$ cat config.mk
export PLATFORM = sky130hd
export DESIGN_NAME = bus_fabric
export DESIGN_NICKNAME = d
export VERILOG_FILES = /design/src/rtl/bus_pkg.sv /design/src/rtl/bus_decode.sv /design/src/rtl/bus_fabric.sv
export SDC_FILE = /design/constraint.sdc
export NUM_CORES = 1
export LEC_CHECK = 0
export BUFFER_PORTS_ARGS = -buffer_cell sky130_fd_sc_hd__buf_2
export CORE_AREA = 2 2 109 111
export CTS_BUF_LIST = sky130_fd_sc_hd__clkbuf_2
export DETAILED_ROUTE_END_ITERATION = 16
export DIE_AREA = 0 0 111 113
export PLACE_DENSITY = 0.56
export SLEW_MARGIN = 5
export SYNTH_ARGS = -nofsm -noshare
export SYNTH_HDL_FRONTEND = slang
export SYNTH_SLANG_ARGS = --single-unit
$ cat constraint.sdc
create_clock -name clk -period 1.3 [get_ports clk]
set_input_delay 0.065 -clock clk [delete_from_list [all_inputs] [get_ports clk]]
set_output_delay 0.065 -clock clk [all_outputs]
set_load 0.01 [all_outputs]
$ cat src/rtl/bus_pkg.sv
// Shared definitions for the bus fabric: FSM state encoding, default error word, slave-count limit.
package bus_pkg;

  typedef enum logic [1:0] {
    IDLE = 2'd0,
    WAIT = 2'd1,
    RESP = 2'd2
  } state_t;

  localparam logic [31:0] ERR_WORD_DEF = 32'hDEADBEEF;
  localparam int          NS_MAX       = 8;

endpackage

$ cat src/rtl/bus_decode.sv
// Address decoder: one-hot slave select with lowest-index priority on overlapping windows.
module bus_decode #(
  parameter int AW = 16,
  parameter int NS = 4
) (
  input  logic [AW-1:0]    addr,
  input  logic [NS*AW-1:0] base,
  input  logic [NS*AW-1:0] mask,
  output logic [NS-1:0]    sel,
  output logic             hit
);

  // Walk from the top so the lowest matching index is the one left standing.
  always_comb begin
    sel = '0;
    hit = 1'b0;
    for (int i = NS - 1; i >= 0; i--) begin
      if ((addr & mask[i*AW +: AW]) == base[i*AW +: AW]) begin
        sel    = '0;
        sel[i] = 1'b1;
        hit    = 1'b1;
      end
    end
  end

endmodule

$ cat src/rtl/bus_fabric.sv
// Single-master, NS-slave bus fabric with one outstanding read.
// Define BUS_FABRIC_TIMEOUT_EN to bound the read wait to TIMEOUT cycles.
module bus_fabric
  import bus_pkg::*;
#(
  parameter int                W        = 32,
  parameter int                AW       = 16,
  parameter int                NS       = 4,
  parameter logic [NS*AW-1:0]  BASE     = {NS{AW'(0)}},
  parameter logic [NS*AW-1:0]  MASK     = {NS{AW'(0)}},
  parameter int                TIMEOUT  = 15,
  parameter logic [W-1:0]      ERR_WORD = W'(ERR_WORD_DEF)
) (
  input  logic              clk,
  input  logic              rst_n,
  input  logic [AW-1:0]     m_addr,
  input  logic              m_ren,
  input  logic              m_wen,
  input  logic [W-1:0]      m_wdata,
  input  logic [W/8-1:0]    m_wmask,
  output logic [W-1:0]      m_rdata,
  output logic              m_rd_valid,
  output logic              m_busy,
  output logic              m_err,
  output logic [AW-1:0]     s_addr,
  output logic [W-1:0]      s_wdata,
  output logic [W/8-1:0]    s_wmask,
  output logic [NS-1:0]     s_ren,
  output logic [NS-1:0]     s_wen,
  input  logic [NS*W-1:0]   s_rdata,
  input  logic [NS-1:0]     s_rd_valid
);

  localparam int IW = (NS > 1) ? $clog2(NS) : 1;

  state_t          state, state_nxt;
  logic [IW-1:0]   idx, idx_nxt, sel_idx;
  logic [W-1:0]    rdata_nxt;
  logic            rd_valid_nxt, err_nxt;
  logic [NS-1:0]   sel;
  logic            hit, wr, timed_out;

  bus_decode #(.AW(AW), .NS(NS)) u_decode (
    .addr (m_addr),
    .base (BASE),
    .mask (MASK),
    .sel  (sel),
    .hit  (hit)
  );

  always_comb begin
    sel_idx = '0;
    for (int i = 0; i < NS; i++)
      if (sel[i]) sel_idx = IW'(i);
  end

  assign s_addr  = m_addr;
  assign s_wdata = m_wdata;
  assign s_wmask = m_wmask;
  assign m_busy  = (state != IDLE);

  // A simultaneous read and write is treated as a read only.
  assign wr    = m_wen & ~m_ren;
  assign s_ren = m_busy ? '0 : (sel & {NS{m_ren}});
  assign s_wen = sel & {NS{wr}};

`ifdef BUS_FABRIC_TIMEOUT_EN
  localparam int CW = $clog2(TIMEOUT + 1);
  logic [CW-1:0] cnt, cnt_nxt;

  assign cnt_nxt   = (state == WAIT) ? cnt + CW'(1) : '0;
  assign timed_out = (cnt == CW'(TIMEOUT - 1));

  always_ff @(posedge clk or negedge rst_n) begin
    if (!rst_n) cnt <= '0;
    else        cnt <= cnt_nxt;
  end
`else
  logic [31:0] unused_timeout;
  assign unused_timeout = 32'(TIMEOUT);
  assign timed_out      = 1'b0;
`endif

  always_comb begin
    state_nxt    = state;
    idx_nxt      = idx;
    rdata_nxt    = m_rdata;
    rd_valid_nxt = 1'b0;
    err_nxt      = wr & ~hit;
    case (state)
      IDLE: begin
        if (m_ren) begin
          idx_nxt   = sel_idx;
          state_nxt = hit ? WAIT : RESP;
        end
      end
      WAIT: begin
        if (s_rd_valid[idx]) begin
          rdata_nxt    = s_rdata[idx*W +: W];
          rd_valid_nxt = 1'b1;
          state_nxt    = IDLE;
        end else if (timed_out) begin
          rdata_nxt    = ERR_WORD;
          rd_valid_nxt = 1'b1;
          err_nxt      = 1'b1;
          state_nxt    = IDLE;
        end
      end
      RESP: begin
        rdata_nxt    = '0;
        rd_valid_nxt = 1'b1;
        err_nxt      = 1'b1;
        state_nxt    = IDLE;
      end
      default: state_nxt = IDLE;
    endcase
  end

  always_ff @(posedge clk or negedge rst_n) begin
    if (!rst_n) begin
      state      <= IDLE;
      idx        <= '0;
      m_rdata    <= '0;
      m_rd_valid <= 1'b0;
      m_err      <= 1'b0;
    end else begin
      state      <= state_nxt;
      idx        <= idx_nxt;
      m_rdata    <= rdata_nxt;
      m_rd_valid <= rd_valid_nxt;
      m_err      <= err_nxt;
    end
  end

endmodule

==> run summary <==
Unrepaired setup endpoints after global routing: true
CTS tree: done
Row cnt: 39
Clock Tree Root: clkbuf_2
Gpl congestion: 0.6358
Starting DRT DRC Count: 9
Total Wirelength: 4092 µm
Grt ovf: 0
Post-synthesis sequential area ratio: 46.23%
Cell Area, Synth: 1841 µm²
Worst setup SP type: register
Via count: 1080
#FFs+latches synth: 34
Fin crit share: 93.45%
Peak VDD IR: 0.0004905 V
# DRC: 0
Die outline width: 111 µm
First-pass DRT Iterations: 2
R2r setup slk: 0.09 ns
Diodes inserted: 0
Layout Nets: 383
CTS sink cnt: 34
Finished Layout Cells: 339
Worst Path Arrival: 1.15 ns
Post-DRT Antenna Nets: 0
Power Density: 1251 nW/µm²
Final instance area: 2359 µm²
Syn_area_per_cell: 13.63 µm²
Initial Util: 16.33%
First-pass GRT wire length: 6292 µm
Fraction of layout cells with a size suffix above 1: 59.18%
WL/cell: 12.07 µm
Vias per inst: 3.186
H-tree Lvls: 2
MaxCap Viol Count: 0
Core ar.: 11270 µm²
Final Hold Viols: 0
Leakage: 0.001199 µW
Worst setup EP type: primary output
Yosys warning total: 0
Area delta synth->final: 28.14%
Critical path class: register to primary output
Final Hold Slack: 0.1289 ns
Worst Path Required: 1.24 ns
Worst-Skew Late Latency: 0.37 ns
CTS buffer count: 5
Synth unique cells: 11
Max Fclk: 0.8232 GHz
Initial antenna violation count: 0
Port-buffer cells: 72
# IOs: 283
Syn Inst Count: 135
Final min period: 1.215 ns
Die H: 113 µm
Skew final: 0.004971 ns
Status: complete, no violations
Inst Count DP: 296
Largest net degree at the start of global routing: 35
Finish-stage setup viols: 0
CTS clock-pin slew for the worst setup and hold paths: 0.19 ns
Slew Limit Fails: 0
All-Layer GR Usage: 6.544%
Area of the die: 12540 µm²
Hold Path Class: input pin to register
Placed instance area: 1966 µm²
Post-DP HPWL: 2902 µm
Clk buf depth: 2
CP max FO: 3
Number of global-route vias before repair: 1195
## what timing repair did
| action | 4_1_cts | 5_1_grt |
|---|---|---|
| setup buffers | 1 | 0 |
| pin swaps | 0 | 0 |
| endpoints found under the setup margin | 1 | 1 |
| gates resized for setup | 0 | 2 |
| hold endpoints to repair | 67 | 0 |
| hold buffers | 34 | 0 |
## logic make-up (layout without fill, tap and decap cells)
logic type	count (synthesis)	count (layout)	share of synthesized area [%]
buffers and inverters	64	119	26.51
flip-flops	34	34	46.23
multiplexers	32	32	25.29
AND/OR/NAND/NOR	3	3	1.360
other	1	7	0.2037
AO/OA/AOI/OAI	1	1	0.4080
## power by group
part           leakage [µW]  switching, µW  internal [µW]  total (µW)
registers          0.000398            130           1290        1420
clock network     0.0000304            398            133         531
logic              0.000770            393            609        1000
## flip-flops by register name, indices dropped and copies added (netlist names)
name and cells:
m_rd_valid 1, m_rdata 32, state 1
## critical path, stage by stage (launching register included)
cell and delay (ns):
dfrtp_1 0.46, and2b_1 0.22, buf_6 0.11
## path summary, 6_finish.rpt
path,startpoint,endpoint,cells past startpoint
hold / removal,s_rd_valid[0],m_rdata[31],3
hold reg to reg,m_rdata[16],m_rdata[16],1
max in group asynchronous,rst_n,m_rdata[12],3
min in group asynchronous,rst_n,m_rdata[3],3
setup reg to reg,state[0],m_rdata[24],3
setup / recovery,state[0],s_ren[0],2
## metal layers
metal  up-vias  wire, µm  global-route usage [%]
met4         0        43                   2.833
met1       512      1571                   7.020
met5         -         0                       0
li1        487         -                       -
met3        16       528                   3.856
met2        65      1947                   10.51
## layout by cell type, fill, tap and decap left out
cell type      netlist  final
clkinv_2             0      1
and2b_1              1      1
o21a_1               1      1
nand2_4              1      1
nor2b_1              1      1
buf_12               0      2
clkinv_1             0      1
buf_2                0     71
buf_6                3      1
dlygate4sd3_1        0     34
mux2_4              28     28
inv_1                1      1
conb_1               1      7
clkbuf_2             0      6
mux2_2               4      4
dfrtp_1             34     34
buf_4               60      2
## cell type report
type | instances | area, µm²
inverter | 1 | 3.754
sequential | 34 | 850.8
multi-input combinational | 43 | 524.3
timing repair buffer | 110 | 762.0
fill | 1208 | 8914
tap | 143 | 178.9
clock buffer | 6 | 30.03
clock inverter | 2 | 8.758
## per-stage QoR
stage / setup slack, ns / setup TNS, ns / power (µW) / utilization [%]
floorplan: 0.1486 / 0 / 2149 / -
detailed placement: 0.08301 / 0 / 2367 / 17.44
global route: -0.03191 / -0.03191 / 3165 / 20.92
finish: 0.08517 / 0 / 2951 / 20.92
global placement: 0.09705 / 0 / 2341 / 17.44
CTS: 0.01427 / 0 / 3037 / 20.87
## synthesized netlist by cell type
cell      n  share of area, %
conb_1    1              0.20
nand2_4   1              0.61
and2b_1   1              0.41
buf_4    60                24
dfrtp_1  34                46
o21a_1    1              0.41
mux2_4   28                23
buf_6     3               1.8
inv_1     1              0.20
nor2b_1   1              0.34
mux2_2    4               2.4
Note: power is estimated with default switching activity, not from simulation.
